<file path="config.mk">
export PLATFORM = sky130hd
export DESIGN_NAME = rr_arb_vn_p
export DESIGN_NICKNAME = d
export VERILOG_FILES = /design/src/rtl/rr_arb_vn_p_pkg.sv /design/src/rtl/rr_arb_vn_p_rot.sv /design/src/rtl/rr_arb_vn_p.sv
export SDC_FILE = /design/constraint.sdc
export NUM_CORES = 1
export LEC_CHECK = 0
export CAP_MARGIN = 20
export CORE_MARGIN = 2
export CORE_UTILIZATION = 35
export CTS_CLUSTER_SIZE = 12
export DETAILED_ROUTE_END_ITERATION = 8
export GPL_TIMING_DRIVEN = 0
export SLEW_MARGIN = 20
export SYNTH_ARGS = -nofsm -noshare
export SYNTH_HDL_FRONTEND = slang
export SYNTH_SLANG_ARGS = --single-unit
</file>
<file path="constraint.sdc">
create_clock -name clk -period 6.45 [get_ports clk]
set_clock_uncertainty 0.15 [all_clocks]
set_input_delay 0.645 -clock clk [delete_from_list [all_inputs] [get_ports clk]]
set_output_delay 0.645 -clock clk [all_outputs]
set_load 0.02 [all_outputs]
</file>
<file path="src/rtl/rr_arb_vn_p_pkg.sv">
// Shared helpers for the VN/VC round-robin arbiter: index-width function.
// Optional feature macro used by this slice: RR_VN_P_AVAIL_MASK_EN.
package rr_arb_vn_p_pkg;

  // Ceiling log2, never below 1 so a 2-slot vector still gets a 1-bit index.
  function automatic int log2c(input int n);
    int r;
    r = 1;
    for (int i = 1; i < 31; i++) begin
      if ((1 << i) < n) r = i + 1;
    end
    return r;
  endfunction

endpackage

</file>
<file path="src/rtl/rr_arb_vn_p_rot.sv">
// Combinational right-rotate of the flattened VN x VC request vector.
// No state, no latency; shift = 0 passes the vector through unchanged.
module rot_right_vn_p
  import rr_arb_vn_p_pkg::*;
#(
  parameter int NUM_VC = 1,
  parameter int NUM_VN = 3,
  localparam int NUM_VN_X_VC = NUM_VC * NUM_VN,
  localparam int bits_VN_X_VC = log2c(NUM_VN_X_VC)
) (
  input  logic [NUM_VN_X_VC-1:0]  vector_in,
  input  logic [bits_VN_X_VC-1:0] shift,
  output logic [NUM_VN_X_VC-1:0]  vector_out
);

  // A left shift by the full width yields zero, so shift = 0 needs no special case.
  assign vector_out = (vector_in >> shift) | (vector_in << (NUM_VN_X_VC - int'(shift)));

endmodule

</file>
<file path="src/rtl/rr_arb_vn_p.sv">
// Registered round-robin arbiter over the VN x VC request vector; grant held until grant_ack.
// Optional vc_avail masking is compiled in with RR_VN_P_AVAIL_MASK_EN.
module rr_arb_vn_p
  import rr_arb_vn_p_pkg::*;
#(
  parameter int NUM_VC = 1,
  parameter int NUM_VN = 3,
  localparam int NUM_VN_X_VC = NUM_VC * NUM_VN,
  localparam int bits_VN_X_VC = log2c(NUM_VN_X_VC)
) (
  input  logic                    clk,
  input  logic                    rst,
  input  logic [NUM_VN_X_VC-1:0]  req,
`ifdef RR_VN_P_AVAIL_MASK_EN
  input  logic [NUM_VN_X_VC-1:0]  vc_avail,
`endif
  output logic [NUM_VN_X_VC-1:0]  grant,
  output logic                    grant_vld,
  output logic [bits_VN_X_VC-1:0] grant_idx,
  input  logic                    grant_ack
);

  typedef enum logic {IDLE, GRANTED} state_t;

  state_t                  state, state_d;
  logic [bits_VN_X_VC-1:0] ptr, ptr_d;
  logic [NUM_VN_X_VC-1:0]  grant_d;
  logic [bits_VN_X_VC-1:0] idx_d;
  logic [NUM_VN_X_VC-1:0]  eff, rot;
  logic [bits_VN_X_VC-1:0] pos, win;
  logic [bits_VN_X_VC:0]   sum;

`ifdef RR_VN_P_AVAIL_MASK_EN
  assign eff = req & vc_avail;
`else
  assign eff = req;
`endif

  rot_right_vn_p #(.NUM_VC(NUM_VC), .NUM_VN(NUM_VN)) u_rot (
    .vector_in  (eff),
    .shift      (ptr),
    .vector_out (rot)
  );

  // Lowest set bit of the rotated vector is the highest-priority requester.
  always_comb begin
    pos = '0;
    for (int i = NUM_VN_X_VC - 1; i >= 0; i--) begin
      if (rot[i]) pos = bits_VN_X_VC'(i);
    end
  end

  always_comb begin
    sum = {1'b0, ptr} + {1'b0, pos};
    if (sum >= (bits_VN_X_VC + 1)'(NUM_VN_X_VC))
      win = sum[bits_VN_X_VC-1:0] - bits_VN_X_VC'(NUM_VN_X_VC);
    else
      win = sum[bits_VN_X_VC-1:0];
  end

  always_ff @(posedge clk) begin
    if (rst) begin
      state     <= IDLE;
      grant     <= '0;
      grant_idx <= '0;
      ptr       <= '0;
    end else begin
      state     <= state_d;
      grant     <= grant_d;
      grant_idx <= idx_d;
      ptr       <= ptr_d;
    end
  end

  always_comb begin
    state_d = state;
    case (state)
      IDLE:    if (eff != '0) state_d = GRANTED;
      GRANTED: if (grant_ack) state_d = IDLE;
      default: state_d = IDLE;
    endcase
  end

  always_comb begin
    grant_d = grant;
    idx_d   = grant_idx;
    ptr_d   = ptr;
    case (state)
      IDLE: begin
        if (eff != '0) begin
          grant_d = NUM_VN_X_VC'(1) << win;
          idx_d   = win;
        end else begin
          grant_d = '0;
          idx_d   = '0;
        end
      end
      GRANTED: begin
        if (grant_ack) begin
          grant_d = '0;
          idx_d   = '0;
          ptr_d   = (grant_idx == bits_VN_X_VC'(NUM_VN_X_VC - 1)) ? '0 : grant_idx + 1'b1;
        end
      end
      default: begin
        grant_d = '0;
        idx_d   = '0;
      end
    endcase
  end

  assign grant_vld = |grant;

endmodule

</file>
* Word level (Yosys, flattened, before mapping) *
Index checks and enable logic that the tools add are counted.

word-level totals
  register bits after elaboration = 8
  input bits = 6
  output and inout bits = 6
  logic and storage cells = 33

cells by class
  add/subtract/negate cells = 4
  order comparisons = 1
  equal/unequal tests = 2
  shifts and indexed selects = 3
  multiplexer cells = 14
  bitwise operators = 2
  reduce and logical (&&, ||, !) cells = 3

operator list
  kind                   count
  $shl A3 B32 Y3         1
  $mux W2                7
  $mux W3                2
  $pmux W3 S2            1
  $pmux W2 S2            1
  $add A2 B2 Y3          1
  $ge A3 B2 Y1 const B   1
  $or A3 B3 Y3           1
  $reduce_bool A3 Y1     1
  $reduce_or A3 Y1       1
  $shl A1 B2 Y3 const A  1
  $shr A3 B2 Y3          1
  $sub A2 B2 Y3 const A  1
  $add A2 B1 Y2 const B  1
  $eq A2 B2 Y1 const B   1
  $mux W1                2
  $ne A2 B2 Y1 const B   1
  $pmux W1 S2            1
  $reduce_and A2 Y1      1
  $sub A2 B2 Y2 const B  1
  $not A1 Y1             1

* Longest topological paths before layout *
  word-level depth = 12
  depth in mapped cells = 13
  depth with buffers taken out = 13

* Hierarchy *
A second synthesis with hierarchy kept.

unflattened totals
  cell total of the unflattened synthesis = 55
  area total of the unflattened synthesis = 485.5 sq um

by module, submodules not included
  module          instances  cells each  area an instance (sq um)  seq. area each (sq um)
  rr_arb_vn_p     1          49          425.4                     160.2
  rot_right_vn_p  1          6           60.1                      0.0

* Worst setup path before layout *
OpenSTA, ideal clock, no wires.

  path kind = input-to-reg
  from = input port req[2]
  to = register grant[2]
  setup time = 70 ps
  data arrival time = 2845 ps
  required time = 6230 ps
  slack = 3385 ps
  cell stages on the path = 12
  buffers on the path = 0
  cell sequence = nor3_1 -> a31oi_1 -> o21ai_0 -> ha_1 -> inv_1 -> fa_1 -> inv_1 -> ha_1 -> nand2b_2 -> mux2i_1 -> or4_1 -> a21oi_1

on the way
  word-level cells in the longest chain between the ends = 11
  elaborated cells between the ends (all ways) = 14
  those cells by class = add/sub: 2; order compare: 1; shift: 3; mux: 6; bitwise: 1; reduce/logical: 1

ends and longest elaborated chain
  element                                                 RTL line                              text
  from (decl)                                             rr_arb_vn_p.sv:13                     input logic [NUM_VN_X_VC-1:0] req,
  $shl A3 B32 Y3 / $shr A3 B2 Y3 (equally long branches)  rr_arb_vn_p_rot.sv:17                 assign vector_out = (vector_in >> shift) | (vector_in << (NUM_VN_X_VC - int'(shift)));
  $or A3 B3 Y3                                            rr_arb_vn_p_rot.sv:17
  $mux W2 (3 in a row)                                    rr_arb_vn_p.sv:49                     if (rot[i]) pos = bits_VN_X_VC'(i);
  $add A2 B2 Y3                                           rr_arb_vn_p.sv:54                     sum = {1'b0, ptr} + {1'b0, pos};
  $ge A3 B2 Y1 / $sub A2 B2 Y2 (equally long branches)    rr_arb_vn_p.sv:55, rr_arb_vn_p.sv:56
  $mux W2                                                 rr_arb_vn_p.sv:55                     if (sum >= (bits_VN_X_VC + 1)'(NUM_VN_X_VC))
  $shl A1 B2 Y3                                           rr_arb_vn_p.sv:91                     grant_d = NUM_VN_X_VC'(1) << win;
  $mux W3 (*)                                             rr_arb_vn_p.sv:90                     if (eff != '0) begin
  $pmux W3 S2 (*)                                         rr_arb_vn_p.sv:88                     case (state)
  to (signal assigned)                                    rr_arb_vn_p.sv:69                     grant <= grant_d;
  to (decl)                                               rr_arb_vn_p.sv:17                     output logic [NUM_VN_X_VC-1:0] grant,

Every way passes the cells marked *; elsewhere a longest branch is shown, timed or not.
A chain may end at the register's enable or synchronous reset.

* Worst setup path after layout *
  from = input port req[0]
  to = register grant[2]

Same word-level chain as after synthesis.

==> impl_summary.txt <==
----------------------------------------------------
[Timing]
  Transition at the pin with the smallest max-transition slack ... 371 ps
  Final setup violation count ... 0
  Peak clock frequency supported by timing ... around 0.28 GHz
  Worst hold margin ... 313 ps
  Number of max-slew violations in the final report ... 0
  Time the worst path needs with I/O delays and setup ... 3630 ps
  Hold violation total from the final report ... 0
  Share of the clock period used by the worst path ... a little under three fifths
  Setup repair after global routing missed its margin ... false
  Headroom to the max-slew limit ... 75.2%
  Setup TNS ... 0 ps

[Setup path]
  Ordered cell list for the critical path ... clkdlybuf4s50_1 -> inv_1 -> nor3_1 -> a31oi_1 -> o21ai_0 -> ha_1 -> inv_1 -> fa_1 -> inv_1 -> ha_1 -> nand2b_2 -> mux2i_1 -> or4_1 -> a21oi_1
  Data arrival time of the critical path ... 3660 ps
  Maximum single-stage delay on the critical path ... 560 ps
  Slowest-stage cell, CP ... sky130_fd_sc_hd__clkdlybuf4s50_1
  Max Fanout on Critical Path ... 5
  Critical path startpoint category ... primary input
  Element type at the critical path end ... flip-flop
  Library cell appearing most often on the critical path ... sky130_fd_sc_hd__inv_1
  Worst Path Required ... roughly 6500 ps
  End of the worst register-to-register path ... grant[2]$_SDFFE_PP0P_
  Worst setup path startpoint ... req[0]
  Setup Crit Path Kind ... in2reg
  Worst flop-to-flop path startpoint ... ptr[0]$_SDFFE_PP0P_
  Worst R2R Path Depth ... 12
  Setup slack of the worst register-to-register path ... 3390 ps
  Crit path to ... grant[2]$_SDFFE_PP0P_

[Synth]
  Number of library cell types mapped by synthesis ... 23
  Synth async-reset ratio ... 0%
  Syn Nets ... 69
  Number of synthesized register bits ... 8
  Most area-consuming cells after synthesis ... sky130_fd_sc_hd__dfxtp_1 33%, sky130_fd_sc_hd__a21oi_1 6.3%, sky130_fd_sc_hd__nor2_1 6.3%
  Area fraction of the dominant cell type after synthesis ... between 30% and 40%
  Yosys warnings ... 0
  Total standard cell area after synthesis ... 479 sq um
  Average instance area after synthesis ... 7.99 sq um
  Instance count of the mapped netlist ... 60
  Post-synthesis cell type with the largest combined area ... sky130_fd_sc_hd__dfxtp_1
  Top FF cell, synth ... sky130_fd_sc_hd__dfxtp_1
  Sequential area share after synthesis ... between 30% and 40%
  Number of enable-type register cells in the synthesized netlist ... 0

[Die]
  Width of the die ... 41 um
  Number of placement rows ... 13
  Overall die height ... 41 um
  I/O pin count ... 12
  Starting utilization of the core area ... 37.3%
  Core Footprint ... 1280 sq um
  Overall die area ... 1680 sq um

[Global routing]
  First-pass GRT wire length ... 1.50 mm
  Maximum number of pins on one net before global-route repair ... 10
  Via count of the first global-routing pass ... 379
  Antenna violations before repair ... 0
  Gr ovfl total ... 0
  Total track usage ... 14.1%

[Clocking]
  Number of H-tree levels ... 1
  Inserted Clock Buffers ... 3
  Clock tree from TritonCTS ... built
  CTS Hold Bufs ... 0
  CTS Sinks ... 8
  Clk_lat worst skew ... approximately 240 ps
  Reg clk slew, reported paths ... 50 ps
  Post-CTS repair timing setup buffer count ... 0
  Buffers from clock root to sink, at most ... 2
  CTS resizes ... 0
  Clock tree root driver cell ... sky130_fd_sc_hd__clkbuf_4

[Final layout]
  End-of-flow core utilization ... 48.3%
  Post-layout nets ... 84
  Filler cells ... 137
  Post-synthesis to final-layout area growth ... 29.5%
  Layout cells sized above 1 ... 6.85%
  Antenna diode count ... 0
  Final Non-Filler Cells ... 88

[Drt]
  Number of DRC markers in iteration 0 ... 7
  Count of antenna-violating nets left after detailed routing ... 0
  Detail-routed net length per standard cell ... 11.0 um
  Via count normalized by instance count ... 5.19
  DRC viols ... 0
  Post-Route WL ... 967 um
  Pre-antenna DRT Iters ... 3
  Via total after detailed routing ... approximately 460

[Power and ir drop]
  Static Leakage ... 0.000240 uW
  Worst supply voltage drop on vdd ... about 130 uV
  Pwr Total ... 137 uW
  Power per standard cell area ... 220 nW/um^2

[Flow run]
  Max_cap viols ... 0

[Place]
  # placed instances ... 85
  Count of buffers inserted at the top-level ports ... 10
  Weighted congestion reported at the end of routability-driven placement ... about 0.62
  Post-DP HPWL ... between 700 and 800 um

[Run status]
  Status ... finished, final reports clean

[Worst hold path]
  Worst hold path type ... reg2reg

----------------------------------------------------
[synthesized netlist by cell type, drive strengths merged (2+ instances only)]
library cell,count
a21oi,6
dfxtp,8
ha,2
inv,5
nand2,5
nand3b,2
nor2,8
nor3,3
nor3b,4
o21ai,3
or3,2
[layout make-up]
type / count / area, sq um / area share, %
Sequential cell: 8 / 160 / 25.8
Timing Repair Buffer: 10 / 100 / 16.1
Inverter: 5 / 18.8 / 3.02
Buffer: 1 / 10.0 / 1.61
Clock buffer: 3 / 22.5 / 3.63
Tap cell: 15 / 18.8 / 3.02
Multi-Input combinational cell: 46 / 290 / 46.8
[metal layers]
layer / share of wire [%] / vias to the layer above / global-route usage, %
met4: 0 / 0 / 5.00
met5: 0 / - / 0
met3: 5.3 / 0 / 4.89
li1: - / 245 / -
met1: 48 / 203 / 16.5
met2: 47 / 9 / 23.4
[state kept, by name (all words and copies together) (netlist names)]
register	count
ptr	2
state	1
grant	3
grant_idx	2
[through the flow]
stage | cell area [sq um] | setup WS [ps]
5_1_grt | 621 | 2630
6_report | 621 | 2820
3_3_place_gp | 598 | 2640
2_1_floorplan | 479 | 3390
4_1_cts | 621 | 2810
3_5_place_dp | 598 | 2560
[kinds of logic (layout without fill, tap and decap cells)]
kind of cell             Yosys count  after routing  synth area share [%]
AO/OA/AOI/OAI                     14             14                  17.2
adder cells (fa/ha/maj)            3              3                  9.40
multiplexers                       1              1                  2.09
AND/OR/NAND/NOR                   28             28                  31.9
flip-flops                         8              8                  33.4
buffers and inverters              6             19                  6.01
[worst max-delay path: cells and delay by family]
kind,cells,cell delay (ps)
adder cells (fa/ha/maj),3,870
AND/OR/NAND/NOR,3,840
buffers and inverters,4,750
multiplexers,1,170
AO/OA/AOI/OAI,3,370
[how the worst min path moves through the flow]
stage / start / to / slack (ps) / cells after the start
final: grant[0]$_SDFFE_PP0P_ / grant[0]$_SDFFE_PP0P_ / 310 / 2
after global routing: grant[0]$_SDFFE_PP0P_ / grant[0]$_SDFFE_PP0P_ / 340 / 2
after CTS: grant[0]$_SDFFE_PP0P_ / grant[0]$_SDFFE_PP0P_ / 320 / 2
after detailed placement: grant[0]$_SDFFE_PP0P_ / grant[0]$_SDFFE_PP0P_ / 320 / 2
after global placement: grant[0]$_SDFFE_PP0P_ / grant[0]$_SDFFE_PP0P_ / 310 / 2
after floorplan: ptr[1]$_SDFFE_PP0P_ / ptr[1]$_SDFFE_PP0P_ / 350 / 2
[report_power, final]
group / switching, uW / internal [uW] / total, uW
logic: 21.4 / 20.9 / 42.3
clock network: 15.5 / 21.2 / 36.7
registers: 3.97 / 53.7 / 57.7
[cell usage in the layout (no fill, tap or decap)]
cell type                         instances
sky130_fd_sc_hd__clkbuf_4                 3
sky130_fd_sc_hd__fa_1                     1
sky130_fd_sc_hd__clkdlybuf4s25_2          1
sky130_fd_sc_hd__ha_1                     2
sky130_fd_sc_hd__nor3b_1                  4
sky130_fd_sc_hd__a41oi_1                  1
sky130_fd_sc_hd__clkdlybuf4s50_1         10
sky130_fd_sc_hd__a32oi_1                  1
sky130_fd_sc_hd__o22ai_1                  1
sky130_fd_sc_hd__mux2i_1                  1
sky130_fd_sc_hd__dfxtp_1                  8
sky130_fd_sc_hd__and3b_1                  1
sky130_fd_sc_hd__inv_1                    5
sky130_fd_sc_hd__nand3b_1                 2
sky130_fd_sc_hd__or3_1                    2
sky130_fd_sc_hd__or4_1                    1
sky130_fd_sc_hd__nor3_1                   3
sky130_fd_sc_hd__nand2b_2                 1
sky130_fd_sc_hd__a31oi_1                  1
sky130_fd_sc_hd__nor2_1                   8
sky130_fd_sc_hd__o21ai_0                  3
sky130_fd_sc_hd__a21oi_1                  6
sky130_fd_sc_hd__nand2_1                  5
sky130_fd_sc_hd__nor2b_1                  1
sky130_fd_sc_hd__a22oi_1                  1
(Power assumes the default switching activity.)
